==> src/rtl/arb_pkg.sv <==
`default_nettype none
// +--------------------------------------------------------------------------+
// | Module      : arb_pkg                                                    |
// | Description : Shared types and limits for the arbitrated input mux.      |
// |               arb_mode_e selects the grant policy of rr_arbiter/arb_mux. |
// | Revision    : 1.0 - initial release                                      |
// +--------------------------------------------------------------------------+
package arb_pkg;

  // Grant policy: fixed priority (lowest index wins) or round-robin.
  typedef enum logic [0:0] {
    ARB_FIXED = 1'b0,
    ARB_RR    = 1'b1
  } arb_mode_e;

  // Legal channel-count range for NUM_IN.
  localparam int C_MIN_NUM_IN = 2;
  localparam int C_MAX_NUM_IN = 16;

endpackage : arb_pkg
`default_nettype wire

==> src/rtl/rr_arbiter.sv <==
`default_nettype none
// +--------------------------------------------------------------------------+
// | Module      : rr_arbiter                                                 |
// | Description : Purely combinational grant logic. In ARB_RR mode the       |
// |               search starts at ptr and wraps; in ARB_FIXED mode the      |
// |               lowest-index request wins and ptr is ignored.              |
// | Ports       : req       in  NUM_IN  request vector                       |
// |               ptr       in  SEL_W   round-robin search start             |
// |               mode      in  1       grant policy                         |
// |               grant     out NUM_IN  one-hot grant (0 if no request)      |
// |               grant_idx out SEL_W   index of the granted channel         |
// |               any       out 1       at least one request present         |
// | Revision    : 1.0 - initial release                                      |
// +--------------------------------------------------------------------------+
module rr_arbiter
  import arb_pkg::*;
#(
  parameter  int NUM_IN = 4,
  localparam int SEL_W  = $clog2(NUM_IN)
) (
  input  logic [NUM_IN-1:0] req,
  input  logic [SEL_W-1:0]  ptr,
  input  arb_mode_e         mode,
  output logic [NUM_IN-1:0] grant,
  output logic [SEL_W-1:0]  grant_idx,
  output logic              any
);

  logic [NUM_IN-1:0] w_mask;   // channels at or above the search start
  logic [NUM_IN-1:0] w_upper;  // requests in the "before wrap" region
  logic [NUM_IN-1:0] w_pick;   // vector handed to the priority encoder

  // Masking trick: requests at or above ptr take precedence; if none exist
  // the search wraps, which is just a plain lowest-index pick on req.
  for (genvar i = 0; i < NUM_IN; i++) begin : g_mask
    localparam logic [SEL_W:0] c_idx = (SEL_W+1)'(i);
    assign w_mask[i] = (mode == ARB_FIXED) || (c_idx >= {1'b0, ptr});
  end

  assign w_upper = req & w_mask;
  assign w_pick  = (|w_upper) ? w_upper : req;
  assign any     = |req;

  // Lowest set bit of w_pick; iterate downward so the last hit is the lowest.
  always_comb begin
    grant_idx = '0;
    for (int i = NUM_IN - 1; i >= 0; i--) begin
      if (w_pick[i]) grant_idx = SEL_W'(i);
    end
  end

  assign grant = any ? ({{(NUM_IN-1){1'b0}}, 1'b1} << grant_idx) : '0;

endmodule : rr_arbiter
`default_nettype wire

==> src/rtl/arb_mux.sv <==
`default_nettype none
// +--------------------------------------------------------------------------+
// | Module      : arb_mux                                                    |
// | Description : N-input valid/ready arbitrated multiplexer with a single   |
// |               registered output stage. One transfer per cycle while      |
// |               out_ready stays high; grant policy set by ARB_MODE.        |
// | Ports       : clk       in  1              rising-edge clock             |
// |               rst       in  1              async active-high reset       |
// |               in_data   in  NUM_IN*DWIDTH  channel i at [i*DWIDTH+:DWIDTH]|
// |               in_valid  in  NUM_IN         per-channel valid             |
// |               in_ready  out NUM_IN         one-hot accept                |
// |               out_data  out DWIDTH         registered selected data      |
// |               out_valid out 1              out_data/out_sel valid        |
// |               out_ready in  1              downstream accept             |
// |               out_sel   out SEL_W          source channel of out_data    |
// | Revision    : 1.0 - initial release                                      |
// +--------------------------------------------------------------------------+
module arb_mux
  import arb_pkg::*;
#(
  parameter  int        DWIDTH   = 32,
  parameter  int        NUM_IN   = 4,
  parameter  arb_mode_e ARB_MODE = ARB_RR,
  localparam int        SEL_W    = $clog2(NUM_IN)
) (
  input  logic                     clk,
  input  logic                     rst,
  input  logic [NUM_IN*DWIDTH-1:0] in_data,
  input  logic [NUM_IN-1:0]        in_valid,
  output logic [NUM_IN-1:0]        in_ready,
  output logic [DWIDTH-1:0]        out_data,
  output logic                     out_valid,
  input  logic                     out_ready,
  output logic [SEL_W-1:0]         out_sel
);

  logic [SEL_W-1:0]  r_ptr;
  logic              w_load;
  logic [NUM_IN-1:0] w_grant;
  logic [SEL_W-1:0]  w_grant_idx;
  logic              w_any;
  logic [DWIDTH-1:0] w_chan [NUM_IN];
  logic [SEL_W-1:0]  w_ptr_next;

  // Output register is free when empty or being drained this cycle.
  assign w_load = !out_valid || out_ready;

  rr_arbiter #(
    .NUM_IN (NUM_IN)
  ) u_arb (
    .req       (in_valid),
    .ptr       (r_ptr),
    .mode      (ARB_MODE),
    .grant     (w_grant),
    .grant_idx (w_grant_idx),
    .any       (w_any)
  );

  // rst gates in_ready so no upstream word is consumed while in reset.
  assign in_ready = (w_load && !rst) ? w_grant : '0;

  for (genvar i = 0; i < NUM_IN; i++) begin : g_chan
    assign w_chan[i] = in_data[i*DWIDTH +: DWIDTH];
  end

  // Pointer moves to the slot just after the winner, wrapping at NUM_IN-1.
  assign w_ptr_next = (w_grant_idx == SEL_W'(NUM_IN - 1)) ? '0
                                                           : w_grant_idx + 1'b1;

  always_ff @(posedge clk or posedge rst) begin
    if (rst) begin
      out_valid <= 1'b0;
      out_data  <= '0;
      out_sel   <= '0;
      r_ptr     <= '0;
    end else if (w_load) begin
      if (w_any) begin
        out_valid <= 1'b1;
        out_data  <= w_chan[w_grant_idx];
        out_sel   <= w_grant_idx;
        if (ARB_MODE == ARB_RR) r_ptr <= w_ptr_next;
      end else begin
        // Bubble: data and sel keep their last values.
        out_valid <= 1'b0;
      end
    end
  end

endmodule : arb_mux
`default_nettype wire
==> config.mk <==
export PLATFORM = sky130hd
export DESIGN_NAME = arb_mux
export DESIGN_NICKNAME = d
export VERILOG_FILES = /design/src/rtl/arb_pkg.sv /design/src/rtl/rr_arbiter.sv /design/src/rtl/arb_mux.sv
export SDC_FILE = /design/constraint.sdc
export NUM_CORES = 1
export LEC_CHECK = 0
export ABC_AREA = 1
export CAP_MARGIN = 20
export CORE_MARGIN = 2
export CORE_UTILIZATION = 43
export CTS_BUF_LIST = sky130_fd_sc_hd__clkbuf_16
export DETAILED_ROUTE_END_ITERATION = 10
export PLACE_DENSITY = 0.95
export SKIP_LAST_GASP = 1
export SYNTH_ARGS = -nofsm -noshare
export SYNTH_HDL_FRONTEND = slang
export SYNTH_HIERARCHICAL = 1
export SYNTH_SLANG_ARGS = --single-unit
==> constraint.sdc <==
create_clock -name clk -period 5.7 [get_ports clk]
set_input_delay 1.14 -clock clk [delete_from_list [all_inputs] [get_ports clk]]
set_output_delay 1.14 -clock clk [all_outputs]
set_load 0.01 [all_outputs]
---- After elaboration in Yosys (flattened, before gate mapping) ----
Index checks and enable logic that the tools add are counted.
word-level totals
  register bits after elaboration ......... 37
  input bits .............................. 135
  output and inout bits ................... 39
  logic and storage cells ................. 32
cells by class
  add/subtract/negate cells ............... 1
  magnitude comparators ................... 4
  equality and inequality tests ........... 1
  shifts and indexed selects .............. 1
  mux-type cells .......................... 12
  bitwise gates (word level) .............. 2
  reduce and logical (&&, ||, !) cells .... 7
operators by type and width
  cell                                                               count
  binary-select mux 32 bit (select 2 bit)                            1
  2-to-1 mux 32 bit                                                  2
  2-to-1 mux 4 bit                                                   3
  2-to-1 mux 2 bit                                                   5
  OR reduction 4 bit                                                 2
  AND 4 bit                                                          1
  greater-or-equal comparator 1 x 2 -> 1 bit (first input constant)  2
  left shift 1 x 2 -> 4 bit (first input constant)                   1
  greater-or-equal comparator 3 bit (second input constant)          1
  inverter 2 -> 3 bit                                                1
  adder 2 x 1 -> 2 bit (second input constant)                       1
  equality test 2 bit (second input constant)                        1
  greater-or-equal comparator 2 bit (first input constant)           1
  zero test 1 bit                                                    2
  AND reduction 2 bit                                                1
  logical AND 1 bit                                                  1
  logical OR 1 bit                                                   1
  2-to-1 mux 1 bit                                                   1

---- Longest topological paths before layout ----
Gate-level depths: netlist of run 1.
  depth after elaboration ................. 12
  mapped depth ............................ 15
  mapped depth without buffers ............ 13

---- Hierarchy ----
Netlist of run 1, hierarchy kept.
by module, submodules not included
  module      times used  cells an instance  area an instance (µm²)  sequential area each (µm²)
  arb_mux     1           541                3035.4                  925.9
  rr_arbiter  1           29                 121.4                   0.0

---- Worst setup path after synthesis of run 1 ----
No wires, ideal clock.
  path type ............................... input port to output port
  from .................................... in rst
  to ...................................... out in_ready[0]
  data arrival time ....................... 2.379 ns
  data required time ...................... 4.560 ns
  path slack .............................. 2.181 ns
  stages .................................. 3
  buffers on the path ..................... 0
  cell sequence ........................... inv_1 nand2_1 nor2_1
between the ends
  longest elaborated chain between the ends .. 3
ends and longest elaborated chain
  element                    line           RTL
  start, declared            arb_mux.sv:27  input logic rst,
  zero test 1 bit (no line)  -
  logical AND 1 bit          arb_mux.sv:60  assign in_ready = (w_load && !rst) ? w_grant : '0;
  2-to-1 mux 4 bit           arb_mux.sv:60
  end, declared              arb_mux.sv:30  output logic [NUM_IN-1:0] in_ready,
Every way passes these cells.

---- Worst setup path in the final report of run 1 ----
  from .................................... in in_valid[1]
  to ...................................... out in_ready[1]
between the ends
  longest elaborated chain between the ends .. 10
  elaborated cells on any way between the ends .. 11
  those cells by class .................... shift: 1; mux: 7; bitwise: 1; reduce/logical: 2
ends and longest elaborated chain
  element                         line              RTL
  start, declared                 arb_mux.sv:29     input logic [NUM_IN-1:0] in_valid,
  AND 4 bit                       rr_arbiter.sv:40  assign w_upper = req & w_mask;
  OR reduction 4 bit              rr_arbiter.sv:41  assign w_pick = (|w_upper) ? w_upper : req;
  2-to-1 mux 4 bit                rr_arbiter.sv:41
  2-to-1 mux 2 bit (4 in series)  rr_arbiter.sv:48  if (w_pick[i]) grant_idx = SEL_W'(i);
  left shift 1 x 2 -> 4 bit       rr_arbiter.sv:52  assign grant = any ? ({{(NUM_IN-1){1'b0}}, 1'b1} << grant_idx) : '0;
  2-to-1 mux 4 bit (*)            rr_arbiter.sv:52
  net w_grant[1]                  arb_mux.sv:39     logic [NUM_IN-1:0] w_grant;
  2-to-1 mux 4 bit (*)            arb_mux.sv:60
The timed path passes the listed nets; every way through them passes the cells marked *.

==> flow_summary.yaml, run 1 <==
global_route:
  grt_util_all_layers_pct: 24.7
  grt_pass1_wl_um: 15600
  grt_antenna_before_repair: 0
  grt_util_met3_pct: 5.94
  global_route.peak_usage_layer: "met2"
  grt-ovfl-total: 0
  first_global_vias: 3689
  grt_util_met2_pct: 45.9
  grt.met1_usage_pct: 26.4
  grt_start_max_net_pins: 67
timing:
  timing.final.hold_violations: 0
  final_period_minus_worst_setup_slack_ns: 4.09
  unrepaired_setup_endpoints_after_global_routing: "no"
  slew_headroom_pct: 31.3
  worst_clock_skew_ns: 0.00321
  worstMarginPinSlew_ns: 1.03
  final_cycle_utilization_of_the_critical_path_pct: 71.7
  final.hold.worst_slack_ns: 0.476
  fin_setup_tns_ns: 0
  max_freq_mhz: 245
  timing.final.max_slew_violations: 0
  final-setup-viol-count: 0
floorplan:
  design.portCount: 174
  die_x_um: 89.7
  floorplan_die_area_sq_um: 8040
  floorplan.rows: 31
  initial_utilization_pct: 44.0
  die_h_um: 89.7
  core_region_area_sq_um: 7180
placement:
  buffer_ports.inserted: 173
  placed_cells: 820
  finalWeightedCongestion: 0.811
  dp_hpwl_um: 7400
status:
  run_status: "complete, no violations"
clock_tree:
  clkTransAtPathRegs_ns: 0.05
  cts_repair_resize_count: 0
  tritoncts.num_buffers: 5
  library_cell_used_as_clock_root_buffer: "clkbuf_16"
  post_cts.repair.setup_buffers: 0
  worstSkewPairLatency_ns: 0.27
  cts.htree.levels: 2
  tritoncts: "yes"
  cts.path.max_buffers: 2
  clkSinkCount: 37
  cts_hold_buffers: 0
critical_path:
  worst_ep_required_ns: 4.56
  crit_path_end_kind: "primary output"
  critPathLaunchType: "input pin"
  worst-setup-path-type: "in -> out"
  critical_path_arrival_ns: 2.95
  crit_path_cell_trace: "clkdlybuf4s50_1 -> nand2_1 -> nand3_1 -> nand2_1 -> nand2_2 -> nand3_1 -> inv_1 -> inv_1 -> nor2_1 -> clkdlybuf4s50_1"
  timing.critical_path.fanout_max: 5
  path_buf_inv: 4
  crit_path_top_delay_cell: "clkdlybuf4s50_1"
  path_delay_family: "buffers and inverters"
  slowest_delay_ns: 0.55
pwr:
  cellLeakagePower_uw: 0.00290
  ir_drop_mv: 0.136
  power_density_nw_per_um2: 262
  post-layout-total-power_uw: 1310
detailed_routing:
  drt_first_iter_violations: 181
  vias_post_dr: 3875
  drtPass1Iterations: 5
  detail_route.wl_per_cell_um: 12.0
  routed_wirelength_um: 9940
  ant_nets: 0
  vias_per_cell: 4.69
  drt_drc_violations_left: 0
synth:
  synth_cells: 570
  synth_flop_cell: "dfrtp_1"
  synthDistinctLibCells: 16
  ys.warnings.count: 6
  syn_avg_cell_area_sq_um: 5.54
  synthMostInstantiatedCell: "nand2_1"
  ys_top_cells_by_count: "nand2_1 (275), inv_1 (140), nand3_1 (70)"
  synth_top_cell_area_share_pct: 32.7
  syn_area_sq_um: 3160
  synth.ff_latch_count: 37
  yosys-top-cells-area: "nand2_1 (33%), dfrtp_1 (29%), inv_1 (17%), nand3_1 (11%), buf_6 (4.6%)"
  synth-edff-count: 0
  synthArstFlopShare_pct: 100
  synth.yosys.seq_area_share_pct: 29.3
  synth_area_leader_cell: "nand2_1"
final_layout:
  final_nets: 864
  antennaDiodeCount: 0
  layout-drive-gt1-share_pct: 2.47
  area.growth.synth_to_final_pct: 58.1
  layoutNonFillerInstCount: 827
  postLayoutCoreUtil_pct: 69.6
hold_path:
  worst_hold_path_type: "reg -> reg"
run:
  drv_cap: 0
-- routing by layer --
metal	share of wire, %	vias up
li1	-	1927
met2	51	188
met5	0	-
met3	8.8	29
met4	2.9	0
met1	37	1731
-- kinds of logic (layout without fill, tap and decap cells) --
family	Yosys count	in the layout	share of synthesized area [%]
flops	37	37	29.3
simple gates	354	354	44.9
compound gates	5	5	0.872
fa+ha+maj	1	1	0.396
other cells	1	3	0.119
buf+inv	172	328	24.3
-- report_power, final --
| group | total (uW) | switching (uW) | internal, uW |
|---|---|---|---|
| clock | 299 | 96.8 | 203 |
| combinational | 630 | 323 | 306 |
| sequential | 377 | 42.4 | 335 |
| total | 1310 | 462 | 844 |
-- registers in the layout (all words and copies together) (netlist names) --
signal and flops:
out_data 32, out_sel 2, out_valid 1, r_ptr 2
-- area by class of cell --
cell class                 count  area, sq um
clock inverter                 2         35.0
timing repair buffer         177         1760
tap                           99          124
multi-input combinational    363         1480
fill                         584         2180
clock buffer                   5          125
inverter                     144          541
sequential                    37          926
-- metrics by stage --
| stage | setup WS, ns | instance area (sq um) |
|---|---|---|
| 5_1_grt | 1.50 | 4990 |
| 4_1_cts | 1.62 | 4990 |
| 6_report | 1.61 | 4990 |
| 3_3_place_gp | 1.71 | 4830 |
| 2_1_floorplan | 2.18 | 3160 |
| 3_5_place_dp | 1.63 | 4830 |
-- worst reg2reg max path: cells and delay by family, from the launching register on --
kind | cells | cell delay, ns
flops | 1 | 0.41
buf+inv | 3 | 1.23
simple gates | 11 | 1.14
-- path summary, 6_finish.rpt --
kind	start	endpoint	slack, ns	cells past startpoint
worst max register to register	r_ptr[1]	out_data[2]	2.86	14
min in group asynchronous	rst	out_data[7]	1.29	3
worst min-delay path	out_data[25]	out_data[25]	0.48	2
worst max-delay path	in_valid[1]	in_ready[1]	1.61	10
worst min register to register	out_data[25]	out_data[25]	0.48	2
max in group asynchronous	rst	out_data[30]	4.08	3
-- layout by cell type, fill, tap and decap left out --
cell               n
a21oi_1            1
buf_4              4
clkinv_2           1
dfrtp_1           37
o21a_1             1
nor2_4             1
bufinv_16          1
nand2_1          275
o21ai_0            3
clkbuf_16          5
conb_1             3
clkinv_1           1
nor2_2             1
ha_1               1
clkdlybuf4s50_1  173
nor2_1             6
inv_1            139
nand3_1           70
inv_2              4
nand2_2            1
Power figures use the tool's default switching activity.
==> run 2, diff against run 1 <==
CORE_UTILIZATION = 40   (was 43)
PLACE_DENSITY = 0.9   (was 0.95)
clock period = 3.83 ns   (was 5.7 ns; I/O delays follow)
==> flow_summary.yaml, run 2 (synthesis results as in run 1) <==
timing:
  fin_setup_tns_ns: 0
  max_freq_mhz: 302
  timing.final.hold_violations: 0
  final_cycle_utilization_of_the_critical_path_pct: 86.5
  final_period_minus_worst_setup_slack_ns: 3.31
  final-setup-viol-count: 0
  worst_clock_skew_ns: 0.00281
  slew_headroom_pct: 56.5
  timing.final.max_slew_violations: 0
  final_critical_path_setup_slack_ns: 0.518
  worstMarginPinSlew_ns: 0.652
  final.hold.worst_slack_ns: 0.476
  unrepaired_setup_endpoints_after_global_routing: "no"
run:
  drv_cap: 0
clock_tree:
  tritoncts: "yes"
  post_cts.repair.setup_buffers: 0
  cts_repair_resize_count: 0
  cts.path.max_buffers: 2
  library_cell_used_as_clock_root_buffer: "clkbuf_16"
  cts.htree.levels: 2
  clkTransAtPathRegs_ns: 0.05
  clkSinkCount: 37
  tritoncts.num_buffers: 5
  cts_hold_buffers: 0
  worstSkewPairLatency_ns: 0.27
detailed_routing:
  vias_post_dr: 3766
  routed_wirelength_um: 9880
  drt_drc_violations_left: 0
  vias_per_cell: 4.52
  ant_nets: 0
  drt_first_iter_violations: 242
  detail_route.wl_per_cell_um: 11.9
  drtPass1Iterations: 5
floorplan:
  core_region_area_sq_um: 7690
  floorplan_die_area_sq_um: 8620
  die_x_um: 92.8
  initial_utilization_pct: 41.1
  design.portCount: 174
  floorplan.rows: 32
  die_h_um: 92.8
placement:
  finalWeightedCongestion: 0.804
  preCtsSetupSlack_ns: 0.575
  placed_cells: 826
  dp_hpwl_um: 7370
  buffer_ports.inserted: 173
final_layout:
  max_reg_flops: 32
  final_nets: 867
  antennaDiodeCount: 0
  area.growth.synth_to_final_pct: 58.1
  layoutNonFillerInstCount: 833
  commonest_non_fill_non_tap_cells_in_the_layout: "nand2_1 (275), clkdlybuf4s50_1 (173), inv_1 (140), nand3_1 (70), dfrtp_1 (37)"
  reg.largest.list: "out_data (32), out_sel (2), r_ptr (2)"
  largest-register: "out_data"
  layout-drive-gt1-share_pct: 2.60
  commonest_non_fill_non_tap_cell_in_the_layout: "nand2_1"
pwr:
  ir_drop_mv: 0.184
  post-layout-total-power_uw: 1880
  cellLeakagePower_uw: 0.00290
  power_density_nw_per_um2: 376
critical_path:
  regToRegSetupSlack_ns: 1.56
  cp.depth: 10
  crit_path_end_kind: "primary output"
  path_buf_inv: 5
  path_common_cell: "inv_1"
  worst_r2r_endpoint: "out_data[29]"
  critical_path_arrival_ns: 2.55
  slowest_delay_ns: 0.54
  critPathLaunchType: "input pin"
  worst-setup-path-type: "in -> out"
  critical_path.startpoint: "in_valid[3]"
  setup.worst_path.end: "in_ready[2]"
  timing.critical_path.fanout_max: 3
  crit_path_top_delay_cell: "clkdlybuf4s50_1"
  worst_ep_required_ns: 3.06
  path_delay_family: "buffers and inverters"
  r2r_start: "r_ptr[1]"
  crit_path_cell_trace: "clkdlybuf4s50_1 -> nor2_1 -> a21oi_1 -> nand2_1 -> inv_1 -> nand3_1 -> inv_1 -> inv_1 -> nor2_1 -> clkdlybuf4s50_1"
  ff2ff_path_depth: 13
hold_path:
  worst_hold_path_type: "reg -> reg"
  hp-start: "out_data[15]"
status:
  run_status: "complete, no violations"
global_route:
  grt_start_max_net_pins: 66
  grt_pass1_wl_um: 16300
  grt_util_all_layers_pct: 23.2
  grt-ovfl-total: 0
  grt_antenna_before_repair: 0
  first_global_vias: 3678
-- run 2: cell count changes in the layout (fill, tap and decap cells not counted) --
cell,before,now
buf_4,4,7
bufinv_16,1,0
clkinv_1,1,2
clkinv_2,1,0
inv_1,139,140
-- run 2: power by group --
group	internal [uW]	switching, uW
Sequential	498	63.2
Clock	232	144
Combinational	460	479
-- run 2: how the worst min path moves through the flow --
stage / endpoint / slack [ns] / cells after the start
3_5_place_dp: out_data[15] / 0.46 / 2
2_1_floorplan: r_ptr[1] / 0.47 / 2
4_1_cts: out_data[15] / 0.48 / 2
5_1_grt: out_data[10] / 0.50 / 2
3_3_place_gp: out_data[15] / 0.46 / 2
6_report: out_data[15] / 0.48 / 2
-- run 2: worst min-delay path, cell delays in order (launching register included) --
cell	delay [ns]
dfrtp_1	0.34
nand2_1	0.05
nand2_1	0.05
-- run 2: final cells by class --
cell class | count | area [sq um]
Timing Repair Buffer | 180 | 1780
Clock inverter | 2 | 7.51
Fill cell | 677 | 2700
Multi-Input combinational cell | 363 | 1480
Sequential cell | 37 | 926
Inverter | 144 | 541
Tap cell | 102 | 128
Clock buffer | 5 | 125
-- run 2: per-layer routing --
layer	up-vias	wire, um	global-route usage (%)
met5	-	0	0
met4	0	185	6.13
li1	1940	-	-
met1	1656	3930	25.9
met2	153	5080	44.1
met3	17	678	5.13
-- run 2: metrics by stage --
step | util (%) | area, sq um
detailed placement | 63.2 | 4860
global route | 64.9 | 4990
floorplan | - | 3160
CTS | 64.9 | 4990
global placement | 63.2 | 4860
finish | 64.9 | 4990
==> run 3, diff against run 2 <==
CELL_PAD_IN_SITES_DETAIL_PLACEMENT = 0   (was default)
CELL_PAD_IN_SITES_GLOBAL_PLACEMENT = 1   (was default)
CORE_UTILIZATION = 25   (was 40)
PLACE_DENSITY = 0.89   (was 0.9)
SKIP_LAST_GASP = default   (was 1)
==> flow_summary.yaml, run 3 (synthesis results as in run 1) <==
timing:
  worst_clock_skew_ns: 0.00440
  final_cycle_utilization_of_the_critical_path_pct: 84.3
  final-setup-viol-count: 0
  unrepaired_setup_endpoints_after_global_routing: "no"
  final_period_minus_worst_setup_slack_ns: 3.23
  timing.final.hold_violations: 0
  final.hold.worst_slack_ns: 0.477
  fin_setup_tns_ns: 0
  worstMarginPinSlew_ns: 0.697
  timing.final.max_slew_violations: 0
  max_freq_mhz: 310
  slew_headroom_pct: 53.5
final_layout:
  num-fill-cells: 1407
  commonest_non_fill_non_tap_cell_in_the_layout: "nand2_1"
  layout-drive-gt1-share_pct: 2.87
  final_nets: 866
  largest-register: "out_data"
  area.growth.synth_to_final_pct: 61.1
  max_reg_flops: 32
  commonest_non_fill_non_tap_cells_in_the_layout: "nand2_1 (275), clkdlybuf4s50_1 (173), inv_1 (140), nand3_1 (70), dfrtp_1 (37)"
  reg.largest.list: "out_data (32), out_sel (2), r_ptr (2)"
clock_tree:
  worstSkewPairLatency_ns: 0.27
  post_cts.repair.setup_buffers: 0
  tritoncts.num_buffers: 5
  cts.path.max_buffers: 2
  clkSinkCount: 37
  library_cell_used_as_clock_root_buffer: "clkbuf_16"
  tritoncts: "yes"
  cts_repair_resize_count: 0
  cts.htree.levels: 2
  cts_hold_buffers: 0
  clkTransAtPathRegs_ns: 0.06
run:
  drv_cap: 0
detailed_routing:
  vias_per_cell: 3.98
  drtPass1Iterations: 4
  routed_wirelength_um: 10500
  drt_first_iter_violations: 193
  vias_post_dr: 3599
  ant_nets: 0
  drt_drc_violations_left: 0
  detail_route.wl_per_cell_um: 11.6
pwr:
  switchingPower_uw: 700
  cellLeakagePower_uw: 0.00290
  post-layout-total-power_uw: 1890
  pwr-share-seq_pct: 29.4
  power.combinational.fraction_pct: 49.8
  power_density_nw_per_um2: 372
  power.internal_uw: 1190
  power.switching_fraction_pct: 36.9
  clockPowerShare_pct: 20.8
  ir_drop_mv: 0.162
global_route:
  grt_start_max_net_pins: 66
  first_global_vias: 3519
  grt_pass1_wl_um: 16800
  grt-ovfl-total: 0
  grt_antenna_before_repair: 0
  grt_util_all_layers_pct: 15.7
critical_path:
  slowest_delay_ns: 0.53
  critPathLaunchType: "input pin"
  r2r_start: "r_ptr[1]"
  worst_ep_required_ns: 3.06
  path_buf_inv: 5
  path_common_cell: "inv_1"
  crit_path_top_delay_cell: "clkdlybuf4s50_1"
  crit_path_cell_trace: "clkdlybuf4s50_1 -> nor2_1 -> a21oi_1 -> nand2_1 -> inv_1 -> nand3_1 -> inv_1 -> inv_1 -> nor2_1 -> clkdlybuf4s50_1"
  critical_path_arrival_ns: 2.46
  critical_path.startpoint: "in_valid[3]"
  timing.critical_path.fanout_max: 3
  crit_path_end_kind: "primary output"
  worst-setup-path-type: "in -> out"
  path_delay_family: "buffers and inverters"
floorplan:
  die_h_um: 116
  floorplan.rows: 41
  die_x_um: 116
  core_region_area_sq_um: 12500
  design.portCount: 174
  initial_utilization_pct: 25.3
  floorplan_die_area_sq_um: 13500
placement:
  dp_hpwl_um: 7360
  finalWeightedCongestion: 0.744
  buffer_ports.inserted: 173
status:
  run_status: "complete, no violations"
hold_path:
  hp-start: "out_data[24]"
  worst_hold_path_type: "reg -> reg"
## run 3: changes by cell type in the layout (fill, tap and decap cells not counted)
cell / before / now
diode_2: 0 / 1
clkinv_1: 2 / 0
clkinv_2: 0 / 2
inv_2: 4 / 5
buf_4: 7 / 6
nor2_4: 1 / 2
nor2_2: 1 / 0
## run 3: cell type report
type	instances	area, sq um	area share (%)
repair buffers	179	1780	34.9
multi-input cells	363	1490	29.2
flip-flops and latches	37	926	18.2
inverters	144	541	10.6
well taps	172	215	4.23
clock buffers	5	125	2.46
clock inverters	3	13.8	0.271
diodes	1	2.50	0.0492
## run 3: power by group through the flow
stage | combinational [uW] | clock [uW] | sequential (uW)
final | 944 | 394 | 556
after global routing | 1060 | 423 | 574
after CTS | 962 | 411 | 558
after detailed placement | 958 | 0 | 561
after global placement | 962 | 0 | 557
after floorplan | 480 | 0 | 608
## run 3: worst paths after layout
| path | endpoint | slack, ns | cells after the start |
|---|---|---|---|
| setup / recovery | in_ready[3] | 0.60 | 10 |
| hold / removal | out_data[24] | 0.48 | 2 |
| setup reg to reg | out_data[11] | 1.68 | 12 |
| hold reg to reg | out_data[24] | 0.48 | 2 |
| max in group asynchronous | out_data[30] | 2.51 | 3 |
| min in group asynchronous | out_data[8] | 0.95 | 3 |
## run 3: per-stage QoR
| stage | std cells | util (%) | setup WS, ns | cell area, sq um |
|---|---|---|---|---|
| after floorplan | 572 | - | 1.06 | 3160 |
| after global placement | 895 | 39.7 | 0.623 | 4940 |
| after detailed placement | 895 | 39.7 | 0.600 | 4940 |
| after CTS | 903 | 40.8 | 0.605 | 5080 |
| after global routing | 903 | 40.8 | 0.436 | 5080 |
| final | 904 | 40.8 | 0.600 | 5080 |
## run 3: worst min-delay path, cell delays in order (launching register included)
cell     delay [ns]
dfrtp_1        0.34
nand2_1        0.06
nand2_1        0.05
## run 3: metal layers
layer  GRT usage (%)  wire [um]
met5               0          0
met4            3.25         91
met3            4.88        979
met2            27.4       4770
met1            19.1       4650
